`src/rtl/mips_pkg.sv`:
```
// Shared definitions for the multicycle MIPS fetch path: PC source
// encodings, instruction register field positions and the fetch FSM states.
package mips_pkg;

   localparam logic [1:0] PCSRC_INC = 2'b00;
   localparam logic [1:0] PCSRC_BR  = 2'b01;
   localparam logic [1:0] PCSRC_JMP = 2'b10;

   localparam int OP_HI    = 15;
   localparam int OP_LO    = 12;
   localparam int RS_HI    = 11;
   localparam int RS_LO    = 8;
   localparam int RT_HI    = 7;
   localparam int RT_LO    = 4;
   localparam int RD_HI    = 3;
   localparam int RD_LO    = 0;
   localparam int FUNCF_HI = 3;
   localparam int FUNCF_LO = 0;
   localparam int IMM_HI   = 7;
   localparam int IMM_LO   = 0;

   // Number of low PC bits replaced by the jump target field of IR.
   localparam int JMP_W    = 12;

   typedef enum logic [1:0] {
      IDLE = 2'd0,
      REQ  = 2'd1,
      WAIT = 2'd2
   } fetch_state_t;

endpackage

```
`src/rtl/fetch_pc_unit_wdog.sv`:
```
// Wait-cycle counter for the instruction fetch. Counts cycles spent waiting
// for mem_ready and flags when the count has reached TIMEOUT.
module fetch_wdog #(
   parameter int CNT_W   = 4,
   parameter int TIMEOUT = 15
) (
   input  logic clk,
   input  logic reset,
   input  logic clr,
   input  logic en,
   output logic expired
);

   logic [CNT_W-1:0] cnt;

   // Clear has priority so a fresh fetch always starts counting from zero.
   always_ff @(posedge clk or negedge reset) begin
      if (!reset) begin
         cnt <= '0;
      end else if (clr) begin
         cnt <= '0;
      end else if (en) begin
         cnt <= cnt + CNT_W'(1);
      end
   end

   assign expired = (cnt == CNT_W'(TIMEOUT));

endmodule

```
`src/rtl/fetch_pc_unit.sv`:
```
// Program counter, instruction register and instruction-fetch handshake
// for the multicycle MIPS core.
//
//   state | meaning
//   IDLE  | no fetch in flight; pc_en branch/jump updates accepted
//   REQ   | first request cycle, mem_req up, mem_addr = PC
//   WAIT  | memory stalled; request held until ready or timeout
module fetch_pc_unit
   import mips_pkg::*;
#(
   parameter int          DATA_W   = 16,
   parameter int          ADDR_W   = 16,
   parameter int unsigned RESET_PC = 0,
   parameter int          TIMEOUT  = 15
) (
   input  logic              clk,
   input  logic              reset,
   input  logic              IRwrite,
   input  logic              Memread,
   input  logic              IorD,
   input  logic [1:0]        PCsrc,
   input  logic              pc_en,
   input  logic              zero,
   input  logic [ADDR_W-1:0] alu_out,
   input  logic [DATA_W-1:0] mem_rdata,
   input  logic              mem_ready,
   output logic              mem_req,
   output logic [ADDR_W-1:0] mem_addr,
   output logic [ADDR_W-1:0] pc,
   output logic [3:0]        OP,
   output logic [3:0]        rs,
   output logic [3:0]        rt,
   output logic [3:0]        rd,
   output logic [3:0]        funcf,
   output logic [7:0]        imm,
   output logic              stall,
   output logic              fetch_done,
   output logic              fetch_err
);

   fetch_state_t      state;
   logic [DATA_W-1:0] ir;
   logic              fetch_start;
   logic              busy;
   logic              wd_clr;
   logic              wd_en;
   logic              wd_expired;

   assign fetch_start = IRwrite & Memread & ~IorD;
   assign busy        = (state != IDLE);

   // Counter runs only while a request is outstanding and unanswered.
   assign wd_clr = ~busy | mem_ready | wd_expired;
   assign wd_en  = busy & ~mem_ready & ~wd_expired;

   fetch_wdog #(
      .CNT_W   (4),
      .TIMEOUT (TIMEOUT)
   ) u_wdog (
      .clk     (clk),
      .reset   (reset),
      .clr     (wd_clr),
      .en      (wd_en),
      .expired (wd_expired)
   );

   // Fetch FSM with registered handshake outputs and PC/IR updates.
   always_ff @(posedge clk or negedge reset) begin
      if (!reset) begin
         state      <= IDLE;
         pc         <= ADDR_W'(RESET_PC);
         ir         <= '0;
         mem_req    <= 1'b0;
         mem_addr   <= '0;
         fetch_done <= 1'b0;
         fetch_err  <= 1'b0;
      end else begin
         fetch_done <= 1'b0;
         case (state)
            IDLE: begin
               if (fetch_start) begin
                  state    <= REQ;
                  mem_req  <= 1'b1;
                  mem_addr <= pc;
               end else if (pc_en) begin
                  case (PCsrc)
                     PCSRC_BR:  if (zero) pc <= alu_out;
                     PCSRC_JMP: pc <= {pc[ADDR_W-1:JMP_W], ir[JMP_W-1:0]};
                     default:   ;
                  endcase
               end
            end
            REQ, WAIT: begin
               if (mem_ready) begin
                  ir         <= mem_rdata;
                  pc         <= pc + ADDR_W'(1);
                  mem_req    <= 1'b0;
                  fetch_done <= 1'b1;
                  state      <= IDLE;
               end else if (wd_expired) begin
                  // Abort leaves PC and IR untouched; only the sticky flag records it.
                  fetch_err <= 1'b1;
                  mem_req   <= 1'b0;
                  state     <= IDLE;
               end else begin
                  state <= WAIT;
               end
            end
            default: begin
               state   <= IDLE;
               mem_req <= 1'b0;
            end
         endcase
      end
   end

   assign stall = busy;

   assign OP    = ir[OP_HI:OP_LO];
   assign rs    = ir[RS_HI:RS_LO];
   assign rt    = ir[RT_HI:RT_LO];
   assign rd    = ir[RD_HI:RD_LO];
   assign funcf = ir[FUNCF_HI:FUNCF_LO];
   assign imm   = ir[IMM_HI:IMM_LO];

endmodule

```
`config.mk`:
```
export PLATFORM = sky130hd
export DESIGN_NAME = fetch_pc_unit
export DESIGN_NICKNAME = d
export VERILOG_FILES = /design/src/rtl/mips_pkg.sv /design/src/rtl/fetch_pc_unit_wdog.sv /design/src/rtl/fetch_pc_unit.sv
export SDC_FILE = /design/constraint.sdc
export NUM_CORES = 1
export LEC_CHECK = 0
export CAP_MARGIN = 0
export CORE_ASPECT_RATIO = 2
export CORE_MARGIN = 3
export CORE_UTILIZATION = 28
export DETAILED_ROUTE_END_ITERATION = 6
export GPL_TIMING_DRIVEN = 0
export PLACE_DENSITY = 0.54
export SLEW_MARGIN = 10
export SYNTH_ARGS = -nofsm -noshare
export SYNTH_HDL_FRONTEND = slang
export SYNTH_SLANG_ARGS = --single-unit
```
`constraint.sdc`:
```
create_clock -name clk -period 1.8 [get_ports clk]
set_clock_uncertainty 0.05 [all_clocks]
set_input_delay 0.36 -clock clk [delete_from_list [all_inputs] [get_ports clk]]
set_output_delay 0.36 -clock clk [all_outputs]
set_load 0.005 [all_outputs]
```
==> results <==
- The run finished, with violations left.
- The checks that failed: setup timing.
- After detailed routing, the number of vias per cell comes to 4.879.
- The placed wire-length estimate after detailed placement is 6744 microns.
- The number of optimization iterations in the first detailed-route pass is 5.
- The setup slack of the critical path after layout is -0.08758 ns.
- The worst setup path is launched from a register.
- After the last flow step, the layout net total stands at 453.
- Setup repair after global routing could not meet its margin everywhere.
- Setup total negative slack on the finished layout was measured at -1.177 ns.
- The standard cell core area is 10,280 sq um.
- The number of buffers created by CTS is 9.
- Synthesis handed over a netlist of 275 instances.
- The share of flip-flops with an asynchronous set or reset is 100.0%.
- The total power of the final layout is 9.383 mW.
- Timing would allow up to 529.8 MHz.
- The design area is 4777 sq um.
- The share of the clock period used by the worst path is 104.9%.
- The power density over cell area is 1964 nW/um^2.
- The hold violation count in the final report is 0.
- Once detail routing completed, the nets flagged for antenna violations numbered 0.
- The worst relative slew slack is 50.31%.
- The final route contains 2,664 vias.
- The max-slew violation count is 0.
- The floorplan die width is 78.91 microns.
- Yosys printed 0 warnings.
- The count of placed standard cells in the final layout, fillers left out is 546.
- The leakage power figure is 2.050 nW.
- The initial antenna violation count is 0.
- The worst-skew pair later-pin latency is 0.33 ns.
- The effective utilization at floorplan is 28.96%.
- The worst setup path is of the reg2reg kind.
- Port buffering added 105 buffers.
- Counting every net in the synthesized netlist gives 322.
- Counting flops and latches in the post-synthesis netlist gives 57.
- For the pin with the worst max-slew slack, the measured transition is 0.7453 ns.
- The sequential power share is 26.7%.
- Yosys mapped a number of flops with a built-in enable equal to 0.
- The total of max-cap violations is 0.
- The required time of the critical path is 1.94 ns.
- The detailed-route wire length per cell is 16.52 microns.
- Routability-driven placement finished with a final weighted congestion of 0.8821.
- The number of global-route vias before repair is 2,829.
- Summed over all nets, the switching power comes to 3.213 mW.
- The overall track demand over capacity in global routing is 15.71%.
- The number of placed instances, taps included is 515.
- The largest fanout on the critical path is 7.
- The post-route netlist has 29.68% of its cells at a drive strength greater than 1.
- For this run, the share of the core covered by cells in the final layout is 46.47%.
- 106 I/O pins were placed.
- Entering global routing, the biggest net connects 58 pins.
- The path class of the lowest-slack min-delay path is in2async.
- Measured along the y axis, the die boundary spans 151.8 microns.
- The H-tree depth reported by CTS is 3.
- The proportion of power drawn by combinational gates is 53.9%.
- Summing all placed instances gives a cell area of 4242 sq um.
- IR analysis of the VDD net gives a maximum drop of 812.2 uV.
- The share of power burned in the clock network is 19.5%.
- For this block, the initial DRC count from the detailed router was 189.
- TritonCTS built the clock tree.
- STA puts the critical path data arrival time at 2.03 ns.
- The mean post-synth cell area is 10.82 sq um.
- The internal portion of total power is 6.170 mW.
- The distinct cell type count after synthesis is 45.
- The first global-routing pass estimated 14,550 microns of wire.
- The synthesis-to-finish area growth is 60.49%.
- The tree is rooted in a sky130_fd_sc_hd__clkbuf_16.
- The clock sink count is 57.
- The floorplan row count is 52.
- The type of destination of the critical path is a register.
- For this run the aggregate overflow at the end of global routing stands at 0.
- Counting I/O delays and the setup requirement, the final critical path takes 1.888 ns.
- The clock slew seen by the registers of the worst setup and hold paths is 0.05 ns.
- The synthesized netlist occupies a cell area of 2977 sq um.
- The total die area is 11,980 sq um.
- For this run, design rule violations remaining after detail routing come to 0.
- The longest clock path from root to sink contains 2 buffers.
- The minimum setup slack after placement is -0.4688 ns.
- The leading register cell type out of synthesis is sky130_fd_sc_hd__dfrtp_1.
- 0 antenna diodes ended up in the layout.
- The part of the Yosys area used for sequential elements is 47.92%.
- The share of total power consumed by net switching is 34.24%.
- The worst hold slack is 0.03283 ns.
- The count of endpoints failing setup in the final report is 25.
- The final layout contains routed wiring with a total length of 9018 microns.
-- layer usage --
layer / routed length, microns / up-vias / GRT usage, % / share of wire (%)
met5: 0 / - / 0 / 0
met4: 227 / 0 / 7.377 / 2.5
met3: 511 / 20 / 4.088 / 5.7
met2: 5151 / 95 / 29.21 / 57
met1: 3128 / 1291 / 15.77 / 35
li1: - / 1258 / - / -
-- worst max-delay path, cell delays in order, from the launching register on --
cell	delay [ns]
sky130_fd_sc_hd__dfrtp_1	0.39
sky130_fd_sc_hd__inv_2	0.09
sky130_fd_sc_hd__ha_1	0.33
sky130_fd_sc_hd__nand2b_1	0.09
sky130_fd_sc_hd__nor4bb_2	0.17
sky130_fd_sc_hd__buf_4	0.14
sky130_fd_sc_hd__buf_12	0.13
sky130_fd_sc_hd__clkbuf_16	0.14
sky130_fd_sc_hd__nand4_1	0.09
sky130_fd_sc_hd__o2111ai_2	0.12
-- cell type report --
type	count	area, sq um
clock inverter	1	30.03
multi-input combinational	180	1409
tap	135	168.9
clock buffer	15	297.8
timing repair buffer	121	1211
sequential	57	1433
inverter	11	41.29
buffer	26	186.4
fill	1024	5503
-- cells in the mapped netlist (all sizes together), types with 2 or more instances --
cell	number	share of area (%)
o2bb2ai	2	0.59
nor2	7	0.88
nor4	3	0.63
o31ai	4	1.0
mux2i	5	1.7
nand4	4	1.1
dfrtp	57	48
buf	20	5.4
and3	2	0.42
o21ai	12	2.0
mux2	37	14
nand3	13	2.5
clkbuf	7	0.88
a31o	2	0.59
a31oi	11	2.3
nor2b	2	0.76
o41ai	3	0.88
ha	5	2.1
and2	2	0.50
inv	11	1.4
nand4b	2	0.59
nand2	26	3.3
or3	2	0.42
nand2b	4	0.84
nor3	3	0.50
o22ai	4	0.84
o211ai	2	0.50
a21oi	12	2.0
o32ai	2	0.59
-- final timing paths --
kind	slack [ns]	endpoint	cells after the start	startpoint
setup / recovery	-0.09	pc[15]	9	state[0]
hold / removal	0.03	mem_addr[8]	1	reset
setup reg to reg	-0.09	pc[15]	9	state[0]
hold reg to reg	0.41	u_wdog.cnt[0]	1	u_wdog.cnt[0]
max in group asynchronous	1.11	pc[7]	1	reset
min in group clk	0.41	u_wdog.cnt[0]	1	u_wdog.cnt[0]
-- power groups by stage --
| stage | logic [mW] | clock network [mW] | registers, mW |
|---|---|---|---|
| after floorplan | 2.42 | 0 | 2.44 |
| after global placement | 4.53 | 0 | 2.49 |
| after detailed placement | 4.57 | 0 | 2.52 |
| after CTS | 4.78 | 1.87 | 2.50 |
| after global routing | 5.45 | 1.94 | 2.63 |
| final | 5.05 | 1.83 | 2.50 |
-- kinds of logic (layout without fill, tap and decap cells) --
logic type	Yosys count	after routing	share of synthesized area, %
AND/OR/NAND/NOR	71	71	12.74
AO/OA/AOI/OAI	60	60	13.07
flip-flops	57	57	47.92
multiplexers	42	42	15.93
buffers and inverters	38	174	7.650
adder cells (fa/ha/maj)	5	5	2.102
XOR/XNOR	2	2	0.5886
-- registers in the layout, summed over array words and instances, names as in the netlist --
register / count
ir: 16
fetch_err: 1
state: 2
mem_addr: 16
mem_req: 1
pc: 16
fetch_done: 1
u_wdog.cnt: 4
-- cells in the final DEF, fill, tap and decap left out, drive strengths merged, types with 5 or more instances in the layout --
master / instances
clkdlybuf4s50: 99
dfrtp: 57
mux2: 37
buf: 35
nand2: 26
clkbuf: 23
nand3: 13
o21ai: 12
a21oi: 12
a31oi: 11
inv: 11
nor2: 7
mux2i: 5
ha: 5
-- repair_timing --
action	CTS	global route
pin swaps	3	1
hold buffers	0	0
setup buffers	9	6
endpoints found under the hold margin	0	0
setup endpoints to repair	31	35
cloned	0	1
resized for setup	9	14
(Power assumes the default switching activity.)
==> variant: new RTL, same flow settings <==
Encoding of `fetch_state_t`: now one-hot (3 bits for 3 states).
--- a/src/rtl/mips_pkg.sv
+++ b/src/rtl/mips_pkg.sv
@@ -23,8 +23,8 @@
    localparam int JMP_W    = 12;
 
-   typedef enum logic [1:0] {
-      IDLE = 2'd0,
-      REQ  = 2'd1,
-      WAIT = 2'd2
+   typedef enum logic [2:0] {
+      IDLE = 3'b001,
+      REQ  = 3'b010,
+      WAIT = 3'b100
    } fetch_state_t;
 
Behaviour: no difference found for any inputs over 4 cycles, from zero or initial values and one cycle with reset low; so few cycles prove little.
==> variant against the unedited design <==
- the run still ends with setup timing left
- area after synthesis fell by 2.7%
- setup slack better by 0.060 ns
- hold slack improved by 0.0097 ns
- combinational power down 32%
- final area rose by 0.60%
- power down 21%
- sequential cell count increased by 1
- synthesized cell count shrank 5.1%
- routed wire length is 4.0% higher
- highest routed layer unchanged
==> variant: results (changes against the unedited design) <==
stage,metric,value,unit,change
outcome,status,"complete, but fails checks",,unchanged
outcome,violations in the final reports,setup timing,,unchanged
timing,Worst-Margin Slew,0.763,ns,was 0.745 ns
route,Routed Antenna Nets,0,,unchanged
cts,clock-pin slew on the worst setup and hold paths,0.05,ns,about the same
yosys,synth warn,0,,unchanged
cts,clk root buf,clkbuf_16,,unchanged
route,initial DRC count,105,,was 189
layout,layout cells sized above 1,30.4,%,was 29.7%
yosys,ys flop type,dfrtp_1,,unchanged
global_routing,global-route wire length before repair,14.5,mm,about the same
setup_path,Top delay family on crit path,flip-flops,,was buffers and inverters
placement,Place WS,-0.522,ns,was -0.469 ns
min_path,hold crit path type,in2async,,unchanged
cts,CTS H-tree depth,3,,unchanged
setup_path,Critical R2R Launch,state[1]$_DFFE_PN0P_,,was state[0]$_DFFE_PN0P_
route,Initial DRT Pass Iterations,4,,was 5
layout,fin nets,444,,was 453
timing,Min Hold Slack,0.0426,ns,was 0.0328 ns
global_routing,initial antenna violation count,0,,unchanged
setup_path,worst setup path class,reg2reg,,unchanged
placement,placer congestion estimate,0.836,,was 0.882
layout,biggest regs,"ir: 16 flops, mem_addr: 16 flops, pc: 16 flops",,unchanged
cts,worst skew pair latency,0.33,ns,about the same
layout,diode count,0,,unchanged
yosys,post-synthesis net count,305,,was 322
placement,HPWL after DPL,6.64,mm,was 6.74 mm
power_and_ir_drop,VDD IR-drop max,946,uV,was 812 uV
yosys,post-synthesis sequential area ratio,50.2,%,was 47.9%
placement,Post-DP Area,0.00412,sq mm,was 0.00424 sq mm
setup_path,Crit path arrival time,1.99,ns,was 2.03 ns
route,DR vias/cell,4.87,,was 4.88
global_routing,vias in the first global route,2815,,was 2829
timing,setup tns final,-0.282,ns,was -1.18 ns
setup_path,reg2reg path depth,7,,was 9
global_routing,Global Route Usage Sum,16.3,%,was 15.7%
cts,maximum clock path buffer count,2,,unchanged
global_routing,pin count of the biggest net entering global routing,59,,was 58
timing,Final WS setup,-0.0271,ns,was -0.0876 ns
yosys,Area contributors post-synth,"dfrtp_1 49%, mux2_2 8.9%, mux2_4 4.7%",,"was dfrtp_1 48%, mux2_2 13%, buf_4 3.5%"
timing,Final setup violation count,24,,was 25
power_and_ir_drop,Lkg Pwr,2.14,nW,was 2.05 nW
setup_path,Worst Path Max Fanout,10,,was 7
yosys,ys async rst share,100,%,unchanged
yosys,number of distinct library cells after synthesis,48,,was 45
placement,I/O Buffers,105,,unchanged
cts,total CTS buffers,9,,unchanged
setup_path,reg-to-reg endpoint,ir[13]$_DFFE_PN0P_,,was pc[15]$_DFFE_PN0P_
yosys,synth cell count leaders,"57 x dfrtp_1, 24 x nand2_1, 23 x mux2_2",,"was 57 x dfrtp_1, 35 x mux2_2, 26 x nand2_1"
route,wire per inst,17.5,microns,was 16.5 microns
route,# DRC,0,,unchanged
setup_path,CP max stage delay,0.44,ns,was 0.39 ns
setup_path,"slowest stage cell, crit path",dfrtp_2,,was dfrtp_1
## variant: cell count changes after synthesis, moves of 5 or more
cell,change
mux2_2,-12
inv_1,-8
o22a_1,+12
mux2_4,+7
nor2_1,+12
a21oi_1,+5
## variant: final cells by class
cell class              instances  area, sq um
fillers                       940         5080
well taps                     132          165
flip-flops and latches         58         1460
repair buffers                129         1250
plain buffers                  22          190
multi-input cells             176         1460
inverters                       4         17.5
clock buffers                  11          233
clock inverters                 4         20.0
## variant: through the flow
| step | std cells | utilization, % |
|---|---|---|
| floorplan | 261 | - |
| global route | 536 | 48.6 |
| CTS | 530 | 46.5 |
| detailed placement | 498 | 41.7 |
| global placement | 498 | 41.7 |
| finish | 536 | 48.6 |
## variant: layer usage
metal  GRT usage, %  vias to the layer above  share of wire [%]
li1               -                     1217                  -
met1           17.1                     1299                 38
met2           30.7                       86                 56
met3           3.37                       10                4.2
met4           7.36                        0                1.8
met5              0                        -                  0
## variant: kinds of logic (layout without fill, tap and decap cells)
logic type / after synthesis / in the layout / synth area share [%]
simple gates: 77 / 77 / 13.6
fa+ha+maj: 2 / 2 / 0.864
compound gates: 60 / 60 / 14.3
xor+xnor: 3 / 3 / 0.908
mux: 34 / 34 / 14.3
buf+inv: 27 / 170 / 5.88
flops: 58 / 58 / 50.2
## variant: power breakdown
group	leakage (nW)	switching [W]	internal, W	total, W
logic	1.31	0.00110	0.00235	0.00345
clock network	0.129	0.000586	0.000912	0.00150
registers	0.700	0.000611	0.00189	0.00251
## variant: what timing repair did
item	CTS	global route
setup endpoints to repair	57	61
pin swaps	6	18
setup buffers	17	7
resized for setup	34	55
gates cloned	0	1
hold endpoints to repair	0	0
